**src/rtl/counter_display_pkg.sv**
```systemverilog
// counter_display_pkg
//  Shared constants and helpers for the counter/7-segment display block.
//  SEG_BLANK     : all segments off (active-low), decimal point off.
//  hex_to_sseg() : 4-bit nibble -> {dp,g,f,e,d,c,b,a}, active-low, dp held off.
package counter_display_pkg;

  localparam logic [7:0] SEG_BLANK = 8'hFF;

  // The decimal point is never driven, so bit 7 is always 1 (off).
  function automatic logic [7:0] hex_to_sseg(input logic [3:0] nibble);
    logic [6:0] pat;
    case (nibble)
      4'h0:    pat = 7'h40;
      4'h1:    pat = 7'h79;
      4'h2:    pat = 7'h24;
      4'h3:    pat = 7'h30;
      4'h4:    pat = 7'h19;
      4'h5:    pat = 7'h12;
      4'h6:    pat = 7'h02;
      4'h7:    pat = 7'h78;
      4'h8:    pat = 7'h00;
      4'h9:    pat = 7'h10;
      4'hA:    pat = 7'h08;
      4'hB:    pat = 7'h03;
      4'hC:    pat = 7'h46;
      4'hD:    pat = 7'h21;
      4'hE:    pat = 7'h06;
      4'hF:    pat = 7'h0E;
      default: pat = SEG_BLANK[6:0];
    endcase
    return {1'b1, pat};
  endfunction

endpackage

```
**src/rtl/tick_gen.sv**
```systemverilog
// tick_gen
//  Free-running prescaler 0..DIV-1; tick is high for the single cycle in
//  which the prescaler sits at DIV-1. DIV=1 gives a permanently high tick.
//  Ports:
//   clock in  system clock
//   reset in  synchronous, active-high
//   tick  out one-cycle strobe every DIV cycles (combinational from state)
module tick_gen #(
  parameter int DIV = 2
) (
  input  logic clock,
  input  logic reset,
  output logic tick
);

  localparam int CW = (DIV > 1) ? $clog2(DIV) : 1;

  logic [CW-1:0] cnt_q, cnt_d;

  assign tick = (cnt_q == CW'(DIV - 1));

  // NOTE: every signal assigned in always_comb gets a value on every path,
  // otherwise synthesis infers a latch.
  always_comb begin
    cnt_d = cnt_q + CW'(1);
    if (tick) cnt_d = '0;
  end

  // NOTE: state registers use non-blocking assignments so all flops sample
  // their inputs from the same pre-edge values.
  always_ff @(posedge clock) begin
    if (reset) cnt_q <= '0;
    else       cnt_q <= cnt_d;
  end

endmodule

```
**src/rtl/counter_display.sv**
```systemverilog
// counter_display
//  Prescaled up/down counter (wrap or saturate) with synchronous load and a
//  terminal-count pulse, shown in hex on a multiplexed active-low 7-seg display.
//  Ports:
//   clock       in  system clock
//   reset       in  synchronous, active-high
//   enable      in  count on step tick when high
//   up_down     in  1 = increment, 0 = decrement
//   load        in  synchronous load of load_value (highest priority)
//   load_value  in  WIDTH-bit load value
//   count       out current count
//   tc          out one-cycle pulse after a step attempted at the limit
//   seg         out {dp,g,f,e,d,c,b,a}, active-low
//   an          out active-low one-hot digit enables
module counter_display
  import counter_display_pkg::*;
#(
  parameter int CLK_HZ   = 100_000_000,
  parameter int TICK_HZ  = 1,
  parameter int SCAN_HZ  = 1000,
  parameter int WIDTH    = 8,
  parameter int DIGITS   = 4,
  parameter bit SATURATE = 1'b0
) (
  input  logic              clock,
  input  logic              reset,
  input  logic              enable,
  input  logic              up_down,
  input  logic              load,
  input  logic [WIDTH-1:0]  load_value,
  output logic [WIDTH-1:0]  count,
  output logic              tc,
  output logic [7:0]        seg,
  output logic [DIGITS-1:0] an
);

  localparam int DIV   = CLK_HZ / TICK_HZ;
  localparam int SDIV  = CLK_HZ / SCAN_HZ;
  localparam int IDX_W = (DIGITS > 1) ? $clog2(DIGITS) : 1;
  localparam int PADW  = 4 * DIGITS;

  logic step_tick, scan_tick;

  tick_gen #(.DIV(DIV)) u_step_tick (
    .clock (clock),
    .reset (reset),
    .tick  (step_tick)
  );

  tick_gen #(.DIV(SDIV)) u_scan_tick (
    .clock (clock),
    .reset (reset),
    .tick  (scan_tick)
  );

  // ---------------------------------------------------------------- counter
  logic [WIDTH-1:0] count_q, count_d;
  logic             tc_q, tc_d;
  logic             at_limit;

  // The limit depends on direction: all-ones going up, zero going down.
  assign at_limit = up_down ? (count_q == '1) : (count_q == '0);

  always_comb begin
    count_d = count_q;
    tc_d    = 1'b0;
    if (load) begin
      count_d = load_value;
    end else if (enable && step_tick) begin
      // tc flags the attempt at the limit in both modes; only the resulting
      // count differs (natural modulo wrap vs hold).
      tc_d = at_limit;
      if (!(at_limit && SATURATE)) begin
        count_d = up_down ? count_q + WIDTH'(1) : count_q - WIDTH'(1);
      end
    end
  end

  always_ff @(posedge clock) begin
    if (reset) begin
      count_q <= '0;
      tc_q    <= 1'b0;
    end else begin
      count_q <= count_d;
      tc_q    <= tc_d;
    end
  end

  assign count = count_q;
  assign tc    = tc_q;

  // -------------------------------------------------------------- digit mux
  logic [IDX_W-1:0] idx_q, idx_d;
  logic [PADW-1:0]  count_pad;
  logic [3:0]       nibble;

  always_comb begin
    idx_d = idx_q;
    if (scan_tick) begin
      idx_d = (idx_q == IDX_W'(DIGITS - 1)) ? '0 : idx_q + IDX_W'(1);
    end
  end

  always_ff @(posedge clock) begin
    if (reset) idx_q <= '0;
    else       idx_q <= idx_d;
  end

  // Digits above WIDTH read as zero; seg and an both derive from registered
  // state, so they switch on the same edge.
  assign count_pad = PADW'(count_q);
  assign nibble    = count_pad[{idx_q, 2'b00} +: 4];
  assign seg       = hex_to_sseg(nibble);
  assign an        = ~(DIGITS'(1) << idx_q);

endmodule

```
**config.mk**
```make
export PLATFORM = sky130hd
export DESIGN_NAME = counter_display
export DESIGN_NICKNAME = d
export VERILOG_FILES = /design/src/rtl/counter_display_pkg.sv /design/src/rtl/tick_gen.sv /design/src/rtl/counter_display.sv
export SDC_FILE = /design/constraint.sdc
export NUM_CORES = 1
export LEC_CHECK = 0
export CAP_MARGIN = 30
export CORE_MARGIN = 8
export CORE_UTILIZATION = 56
export DETAILED_ROUTE_END_ITERATION = 10
export PLACE_DENSITY_LB_ADDON = 0.08
export SLEW_MARGIN = 20
export SYNTH_ARGS = -nofsm -noshare
export SYNTH_HDL_FRONTEND = slang
export SYNTH_SLANG_ARGS = --single-unit
```
**constraint.sdc**
```tcl
create_clock -name clock -period 2.4 [get_ports clock]
set_input_delay 0.48 -clock clock [delete_from_list [all_inputs] [get_ports clock]]
set_output_delay 0.48 -clock clock [all_outputs]
set_load 0.005 [all_outputs]
```
### Word-level counts from Yosys, hierarchy flattened

Memories as Yosys holds them, arrays and structs flattened.
Cells that the tools add are included.

| word-level totals | value |
|---|---|
| output and inout bits | 21 |
| logic and storage cells | 30 |
| memories | 1 |
| memory bits (read-only) | 112 |
| register bits after elaboration | 55 |
| bits of input ports | 13 |

| cells by class | value |
|---|---|
| equal/unequal tests | 4 |
| shift operators | 2 |
| bitwise logic cells | 2 |
| multiplexer cells | 5 |
| add/sub/neg operators | 5 |
| reduce and logical (&&, ||, !) cells | 6 |

Memory list:

| memory | words | bits a word | rd ports | clocked after memory_dff | wr ports | line | text |
|---|---|---|---|---|---|---|---|
| (no name shown) | 16 | 7 | 1 | 0 | 0 | counter_display_pkg.sv:12 | `case (nibble)` |

Operator list:

| kind | number |
|---|---|
| 27-bit by 1-bit adder with 27-bit output (second input constant) | 1 |
| 27-bit == test (second input constant) | 1 |
| 8-bit 2-to-1 mux | 3 |
| 17-bit by 1-bit adder with 17-bit output (second input constant) | 1 |
| 17-bit == test (second input constant) | 1 |
| 16-bit by 5-bit indexed part select with 4-bit output | 1 |
| 8-bit by 1-bit adder with 8-bit output (second input constant) | 1 |
| 8-bit == test (second input constant) | 1 |
| 8-bit logical NOT | 1 |
| 8-bit by 1-bit subtractor with 8-bit output (second input constant) | 1 |
| 4-bit NOT | 1 |
| 2-bit OR reduction | 2 |
| 1-bit by 2-bit left shift with 4-bit output (first input constant) | 1 |
| 3-bit OR reduction | 1 |
| 2-bit by 1-bit adder with 2-bit output (second input constant) | 1 |
| 2-bit == test (second input constant) | 1 |
| 2-bit 2-to-1 mux | 1 |
| 2-bit nonzero test | 1 |
| 1-bit logical AND | 1 |
| 1-bit 2-to-1 mux | 1 |
| 1-bit NOT | 1 |

### Longest topological paths before layout

| depth | value |
|---|---|
| depth in word-level cells | 4 |
| mapped depth | 8 |
| gate-level depth less buffers | 8 |

### Cells and area by module

Synthesis repeated with hierarchy kept, for this count alone.

| unflattened totals | value |
|---|---|
| cell total of the unflattened synthesis | 387 |
| area total of the unflattened synthesis | 3315.7 um2 |

By module, submodules not included:

| module | instances | area an instance (um2) | cells each | sequential area each (um2) |
|---|---|---|---|---|
| tick_gen at u_step_tick | 1 | 1311.3 | 149 | 540.5 |
| counter_display | 1 | 1207.4 | 150 | 220.2 |
| tick_gen at u_scan_tick | 1 | 797.0 | 88 | 340.3 |

### Least setup slack after synthesis

OpenSTA, ideal clock, no wires.

| path | value |
|---|---|
| kind | input-to-reg |
| start | in up_down |
| end | reg count_q[7], in the netlist count[7] |
| required time | 2260 ps |
| setup time | 140 ps |
| arrival | 2071 ps |
| path slack | 189 ps |
| stages | 8 |
| cells stage by stage | inv_1 ha_1 a21o_1 a21oi_1 nand3_1 nor4b_2 a2111oi_1 a2111oi_2 |

| between the ends | value |
|---|---|
| longest elaborated chain between the ends | 3 |

Ends and longest elaborated chain:

| item | line | text |
|---|---|---|
| from (decl) | counter_display.sv:28 | `input logic up_down,` |
| 8-bit 2-to-1 mux | counter_display.sv:74 | `count_d = up_down ? count_q + WIDTH'(1) : count_q - WIDTH'(1);` |
| 8-bit 2-to-1 mux | counter_display.sv:69 | `end else if (enable && step_tick) begin` |
| 8-bit 2-to-1 mux | counter_display.sv:67 | `if (load) begin` |
| to (signal assigned) | counter_display.sv:84 | `count_q <= count_d;` |
| to (decl) | counter_display.sv:57 | `logic [WIDTH-1:0] count_q, count_d;` |

Every way passes these cells. The select of a mux whose other input is x is not followed.
A chain may end at the register's enable or synchronous reset.

### Worst setup path in the final report

| path | value |
|---|---|
| start | reg idx_q[0] |
| end | out seg[3] |

| between the ends | value |
|---|---|
| longest elaborated chain between the ends | 2 |

Ends and longest elaborated chain:

| item | line | text |
|---|---|---|
| from (decl) | counter_display.sv:93 | `logic [IDX_W-1:0] idx_q, idx_d;` |
| from (signal assigned) | counter_display.sv:106 | `else idx_q <= idx_d;` |
| 16-bit by 5-bit indexed part select with 4-bit output | counter_display.sv:112 | `assign nibble = count_pad[{idx_q, 2'b00} +: 4];` |
| memory 16 x 7 bit | -- |  |
| to (decl) | counter_display.sv:33 | `output logic [7:0] seg,` |

Every way passes these cells.

==> results by group <==
Pwr
  • Worst vdd ir: ~0.00036 V
  • PwrDens: 457 mW/mm^2
  • Net Sw Frac: a little over a quarter
  • Seq pwr share: between 50% and 60%
  • Lkg Pwr: around 1.5 nW
  • Switching pwr: 0.000466 W
  • Clock Power Share: 30.4%
  • P_int: ~0.0013 W
  • Logic pwr share: between 10% and 20%

STA
  • Least-Margin Pin Slew: around 0.64 ns
  • Final setup violation count: 0
  • Fmax: roughly 420 MHz
  • Final Skew: just over 0.008 ns
  • Worst rel slew slack: 57.5%
  • Final Critical Period: roughly 2.4 ns
  • Setup TNS: 0 ns
  • Fin. Hold Viols: 0
  • RSZ-0062 raised after global routing: true
  • Slew Limit Fails: 0
  • Final WS setup: ~0.014 ns
  • Final period util: 99.4%

Placement
  • Place WS: -0.322 ns
  • Port buffer count: 32
  • GPL Wtd Cong: 0.853
  • DP HPWL: between 4000 and 5000 um

Final layout
  • Antenna Cells: 0
  • Ratio of cells with drive above 1 in the final layout: 15.1%
  • Layout Area Growth over Synthesis: 25.1%
  • # fillers: 460
  • # nets final: ~460

Floorplanning
  • Die Width: 90.1 um
  • Starting Density: a little under three fifths
  • IO Count: 34
  • Die area: 0.00812 sq mm
  • Core Area: ~0.0054 sq mm
  • FP Rows: 27
  • Die H: 90.1 um

Clock tree
  • CTS tree: done
  • Longest Clk Path Bufs: 2
  • CTS Buf Count: 5
  • Clock latency on the worst-skew pair: approximately 0.31 ns
  • Hold_buf cts: 0
  • CTS HTree Levels: 2
  • Clock sinks: 55
  • Clk root buf: clkbuf_8
  • Worst-path clk slew: around 0.1 ns

Synthesis
  • Most instantiated cells after synthesis: 71 x nor2_1, 55 x dfxtp_1, 26 x xor2_1, 25 x nand2_1
  • Yosys cell types: 45
  • Async S/R FF share, synth: 0%
  • Seq/Total Area, Yosys: between 30% and 40%
  • Syn Nets: approximately 400
  • Synth area leader: dfxtp_1
  • Dominant synthesized flop cell: dfxtp_1
  • Post-Synthesis Cells: around 370
  • Synthesis Warnings: 0
  • Most common cell in the netlist: nor2_1
  • Post-synth EDFFs: 0
  • Yosys reg bits: between 50 and 60
  • Post-Syn Area: just over 0.003 sq mm
  • Most area-consuming cells after synthesis: dfxtp_1 36%, nor2_1 8.7%, xor2_1 7.4%, ha_1 7.3%, xnor2_1 5.1%
  • Post-Syn Area per Cell: roughly 8.4 sq um
  • Top cell type's share of synthesized area: between 30% and 40%

Worst hold path
  • Hold/Removal Path Class: flop to flop
  • Hold_sp: u_step_tick.cnt_q[0]

Drt
  • DRT antenna net count: 0
  • Vias per cell: between 5 and 6
  • Detailed-route via count: between 2000 and 3000
  • Final WL: between 6000 and 7000 um
  • DRC Markers: 0
  • Wirelength per Cell: 13.0 um
  • Drt pass-1 iters: 4
  • Iter 0 DRT Violations: about 120

Global routing
  • Largest net degree at the start of global routing: 28
  • GRT Util Overall: between 10% and 20%
  • Vias in the first global route: about 2500
  • Global-route wire length before repair: about 11000 um
  • Initial antenna violation count: 0
  • Overflow after GRT: 0

Critical path
  • CP Capture Type: output port
  • WP data required: around 1.9 ns
  • Worst Setup SP: idx_q[0]
  • Crit path kind: flop to output port
  • Worst path arrival time: around 1.9 ns
  • Reg-to-reg startpoint: u_step_tick.cnt_q[19]
  • CP Launch Type: flop
  • Largest fanout on the critical path: 4

Run status
  • Outcome: completed

Job
  • Max-Cap Viols: 0
-- routing by layer --
| metal | GRT usage (%) | up-vias | routed length (um) |
|---|---|---|---|
| met5 | 0 | - | 0 |
| met4 | 4.85 | 0 | 69 |
| met3 | 4.32 | 7 | 302 |
| met2 | 26.2 | 43 | 3040 |
| met1 | 20.1 | 1213 | 3140 |
| li1 | - | 1377 | - |
-- worst paths after layout --
path	to	slack [ns]	depth (start not counted)
worst max-delay path	seg[3]	0.01	9
worst min-delay path	u_step_tick.cnt_q[0]	0.47	1
worst max register to register	count[1]	0.14	8
worst min register to register	u_step_tick.cnt_q[0]	0.47	1
-- power groups by stage --
stage	combinational, W	sequential (W)	clock (W)
4_1_cts	0.000280	0.000942	0.000560
5_1_grt	0.000314	0.000944	0.000593
6_report	0.000284	0.000941	0.000534
3_3_place_gp	0.000278	0.000963	0
3_5_place_dp	0.000282	0.000963	0
2_1_floorplan	0.000145	0.000968	0
-- critical path, cell delays in order, from the launching register on --
cell             delay (ns)
dfxtp_2                0.38
mux2i_1                0.20
nor2_1                 0.08
buf_4                  0.14
ha_1                   0.25
nor2_2                 0.14
a21oi_2                0.04
nor2_1                 0.11
a31oi_1                0.05
clkdlybuf4s15_2        0.21
-- layout by cell type (no fill, tap or decap), types with 2 or more instances in the layout --
master           instances
nand2_1                 25
a21o_1                   5
xnor2_1                 18
dlygate4sd2_1            5
nor2b_1                  4
or3_1                    3
nand4b_1                 2
ha_2                     2
a21oi_1                  9
clkdlybuf4s50_1         25
mux2i_1                 12
mux2_1                   3
a2111oi_2                2
and3_1                   5
a31oi_1                  2
nor4_1                   7
and4_1                   5
o21a_1                   2
or2_2                    2
nor2_2                   3
nand4_1                 11
dfxtp_1                 53
nor3_1                  10
o21ai_0                  4
xor2_1                  26
clkbuf_8                 5
buf_4                   35
o22ai_1                  3
ha_1                    16
inv_1                   14
nor2_1                  68
nand3_1                 18
-- state kept, by name, summed over array words and instances (netlist names) --
register and flops:
count 8, u_step_tick.cnt_q 27, idx_q 2, tc 1, u_scan_tick.cnt_q 17
-- what timing repair did --
item / CTS / global route
setup buffers: 1 / 2
gates cloned: 0 / 1
endpoints found under the setup margin: 7 / 10
gates resized for setup: 15 / 10
pin swaps: 2 / 6
-- cells by family after synthesis --
family | after synthesis | synth area share (%)
buf+inv | 26 | 3.46
flops | 55 | 35.8
compound gates | 33 | 7.03
fa+ha+maj | 19 | 7.97
other cells | 1 | 0.122
xor+xnor | 44 | 12.5
mux | 16 | 5.32
simple gates | 172 | 27.8
-- stage by stage --
step / instances / cell area [sq um] / total power, W / hold slack (ns) / util [%]
3_5_place_dp: 491 / 3680 / 0.00125 / 0.450 / 68.1
4_1_cts: 500 / 3790 / 0.00178 / 0.476 / 70.2
6_report: 503 / 3850 / 0.00176 / 0.469 / 71.2
3_3_place_gp: 491 / 3680 / 0.00124 / 0.440 / 68.1
5_1_grt: 503 / 3850 / 0.00185 / 0.500 / 71.2
2_1_floorplan: 366 / 3080 / 0.00111 / 0.426 / -
-- area by class of cell --
cell class	instances	area (sq um)	share of cell area (%)
multi-input combinational	285	1910	49.6
sequential	55	1110	28.7
timing repair buffer	69	594	15.4
tap	72	90.1	2.34
clock buffer	5	68.8	1.79
inverter	14	52.6	1.36
clock inverter	3	27.5	0.715
(Power assumes the default switching activity.)
==> RTL edit 1 (same settings) <==
Change the parameter `WIDTH` from 8 to 10.
--- a/src/rtl/counter_display.sv
+++ b/src/rtl/counter_display.sv
@@ -18,7 +18,7 @@
   parameter int CLK_HZ   = 100_000_000,
   parameter int TICK_HZ  = 1,
   parameter int SCAN_HZ  = 1000,
-  parameter int WIDTH    = 8,
+  parameter int WIDTH    = 10,
   parameter int DIGITS   = 4,
   parameter bit SATURATE = 1'b0
 ) (
Interface: changed (resized count and load_value); port bits go from 34 to 38. No check against the original RTL was run, so the function may have changed too.
==> RTL edit 1 against the unedited design <==
Sequential cell count rose by 2; count of clock-buffer cells in the layout rose by 8; combinational power rose by 33%; register-to-register slack improved by 70 ps; power rose by 31%; area after synthesis rose by 8.9%; worst setup slack improved by 35 ps; hold slack got worse by 10 ps; synthesized cell count rose by 10%; sequential share of layout area fell by 2.7 points; final area rose by 14%; critical path depth did not move; maximum frequency rose by 1.5%; wire length rose by 22%; critical path type unchanged; critical endpoint unchanged; highest routed layer unchanged.
==> RTL edit 1: results <==
[worst_setup_path]
r2r_start = count[1]$_SDFFE_PP0P_
crit_slowest_cell = dfxtp_4
r2r-end = count[7]$_SDFFE_PP0P_
startpoint = idx_q[0]$_SDFFE_PP0P_
crit_arrival_ps = 1870
path_delay_family = compound AO/OA/AOI/OAI gates

[power]
p_clk_mw = 0.942
p_sw_mw = 0.554
seqPwrFrac_pct = 42.7
total_leakage_power_nw = 1.78

[clock_network]
htreeDepth = 3
clk_transition_reported_paths_ps = 60
cts_buffers = 9

[final_layout]
drive_gt1_share_pct = 20.9
fillerInstances = 451
postLayoutCellArea_um2 = 4410
fin_nets = 515

[placed_design]
portBuffers = 36
placedCellCount = 540
postPlaceCellArea_um2 = 4060
place_hpwl_um = 5790

[route]
wire_per_inst_um = 14.3
avgViaCountPerCell = 5.49

[yosys]
synth.area.top_cells = dfxtp_1, nor2_1, ha_1
synth_nets = 439

[global_route]
grt_use_met3_pct = 4.41

[run_status]
status = finished clean

[min_path]
hold_start = u_scan_tick.cnt_q[0]$_SDFF_PP0_
[RTL edit 1: cell count changes after synthesis, moves of 4 or more]
cell,before,now
inv_1,14,18
nor2_1,71,79
xnor2_1,18,26
xor2_1,26,19
a211oi_1,1,6
[RTL edit 1: repair_timing]
action | 4_1_cts | 5_1_grt
gates resized for setup | 40 | 22
hold buffers | 0 | 0
setup endpoints to repair | 10 | 7
pin swaps | 8 | 6
setup buffers | 2 | 2
[RTL edit 1: final cells by class]
type,count,share of cell area (%)
multi-input cells,313,49.8
clock inverters,2,0.795
flip-flops and latches,57,26.0
clock buffers,13,4.06
inverters,18,1.65
well taps,75,2.13
repair buffers,80,15.6
[RTL edit 1: logic make-up (layout without fill, tap and decap cells)]
kind of cell,Yosys count,count (layout),share of synthesized area [%]
xor gates and xnor gates,45,45,11.8
muxes,13,13,3.88
adders and majority gates,21,21,8.06
AOI/OAI and AO/OA,46,46,9.11
other,1,1,0.112
and+or+nand+nor,187,187,28.9
DFF,57,57,34.0
buffers and inverters,33,113,4.14
==> RTL edit 2 (same settings) <==
Made on the original files. Remove the register `tc_q`: a continuous assignment takes its place, so the output `tc` follows one clock earlier.
--- a/src/rtl/counter_display.sv
+++ b/src/rtl/counter_display.sv
@@ -79,12 +79,12 @@
   always_ff @(posedge clock) begin
     if (reset) begin
       count_q <= '0;
-      tc_q    <= 1'b0;
     end else begin
       count_q <= count_d;
-      tc_q    <= tc_d;
     end
   end
+
+  assign tc_q = tc_d;
 
   assign count = count_q;
   assign tc    = tc_q;
Behaviour: no difference found for any inputs over 10 cycles, from zero or initial values and one cycle with reset high; that may be too few to reach the edited logic, so the function may still have changed.
==> RTL edit 2 against the unedited design <==
The flow now finishes with violations (negative setup slack); final area grew 6.6%; power grew 3.2%; critical path depth shrank 3; maximum frequency shrank 0.80%; sequential share of layout area shrank 2.3 points; wire length grew 13%; worst setup slack lost 19 ps; sequential cell count shrank 1; area after synthesis grew 1.7%; clock power grew 3%; critical path type unchanged; critical endpoint unchanged.
==> RTL edit 2: results <==
[run_status]
status = complete, but fails checks
violations = negative setup slack

[placed_design]
gp_congestion = 0.875
placedCellCount = 512

[timing]
setup_tns_ps = -5.08
fin_ws_ps = -5.08
finalSetupViolCount = 1
relSlewSlack_pct = 61.6

[route]
drt_wl_total_um = 7410
avgViaCountPerCell = 5.40

[yosys]
synth_compound_area_share_pct = 8.71
synthAdderAreaFrac_pct = 7.83
synth_xor_area_share_pct = 12.6
ys_top_cells_by_count = nor2_1, dfxtp_1, xor2_1, nand2_1, inv_1
ys_seq_area_share_pct = 34.5
synth.area.top_cells = dfxtp_1, nor2_1, xor2_1
synth.distinct_cells = 54
syn_inst = 370
synth_mux_area_share_pct = 4.56

[global_route]
grt_pass1_wl_um = 12300
grt_usage_pct = 17.6
grt_max_degree = 27
first_global_vias = 2797

[worst_setup_path]
slowest_delay_ps = 470
crit_slowest_cell = mux4_2
crit_arrival_ps = 1930

[final_layout]
fillerInstances = 425
drive_gt1_share_pct = 22.9
fin_nets = 480
final_cells = 521

[power]
total_leakage_power_nw = 1.64
ir_drop_mv = 0.464
RTL edit 2: cell count changes in the layout (fill, tap and decap cells not counted), moves of 3 or more:
cell,before,now
a211oi_1,1,4
clkbuf_2,0,5
nor3_2,0,3
inv_1,14,19
mux2_1,3,0
a21oi_1,9,5
ha_4,0,5
a21o_1,5,2
nor3_1,10,5
buf_4,35,51
dlygate4sd2_1,5,1
ha_1,16,12
RTL edit 2: cells by family after synthesis:
family,Yosys count
fa+ha+maj,19
xor+xnor,45
flops,54
compound gates,35
mux,13
other cells,1
simple gates,168
buf+inv,35
RTL edit 2: where the power goes:
| group | switching [mW] | internal, mW |
|---|---|---|
| clock | 0.331 | 0.217 |
| combinational | 0.167 | 0.177 |
| sequential | 0.0125 | 0.912 |
| total | 0.510 | 1.31 |
RTL edit 2: what timing repair did:
item,4_1_cts,5_1_grt
pin swaps,4,4
gates resized for setup,29,25
buffers inserted,1,0
setup endpoints to repair,8,9
RTL edit 2: path summary, 6_finish.rpt:
check                                  start                              end  slack, ps  depth (start not counted)
min          u_step_tick.cnt_q[0]$_SDFF_PP0_  u_step_tick.cnt_q[0]$_SDFF_PP0_        460                          1
max reg2reg  u_step_tick.cnt_q[0]$_SDFF_PP0_            count[3]$_SDFFE_PP0P_        140                          7
min reg2reg  u_step_tick.cnt_q[0]$_SDFF_PP0_  u_step_tick.cnt_q[0]$_SDFF_PP0_        460                          1
max                    idx_q[0]$_SDFFE_PP0N_                           seg[3]         -5                          6
RTL edit 2: metal layers:
metal | GRT usage (%) | vias up | part of all wire (%)
met4 | 5.13 | 0 | 1.3
met1 | 19.5 | 1322 | 43
met3 | 4.24 | 9 | 4.1
li1 | - | 1434 | -
met2 | 32.2 | 46 | 51
met5 | 0 | - | 0
RTL edit 2: through the flow:
stage / instance area (um^2) / power, mW / worst slack, ps / utilization (%)
2_1_floorplan: 3130 / 1.11 / 60.8 / -
6_report: 4100 / 1.82 / -5.08 / 75.5
3_5_place_dp: 3880 / 1.27 / -302 / 71.3
4_1_cts: 4030 / 1.81 / -133 / 74.0
3_3_place_gp: 3880 / 1.26 / -266 / 71.3
5_1_grt: 4100 / 1.90 / -108 / 75.5
RTL edit 2: worst max-delay path, delay by kind of cell (launching register included):
kind	cells	cell delay, ps
DFF	1	380
adders and majority gates	1	210
buffers and inverters	2	270
and+or+nand+nor	1	80
muxes	2	670
RTL edit 2: layout make-up:
cell class	count	share of cell area, %
flip-flops and latches	54	26.4
well taps	72	2.20
multi-input cells	281	50.1
clock inverters	3	0.701
inverters	22	2.07
repair buffers	84	16.8
clock buffers	5	1.68
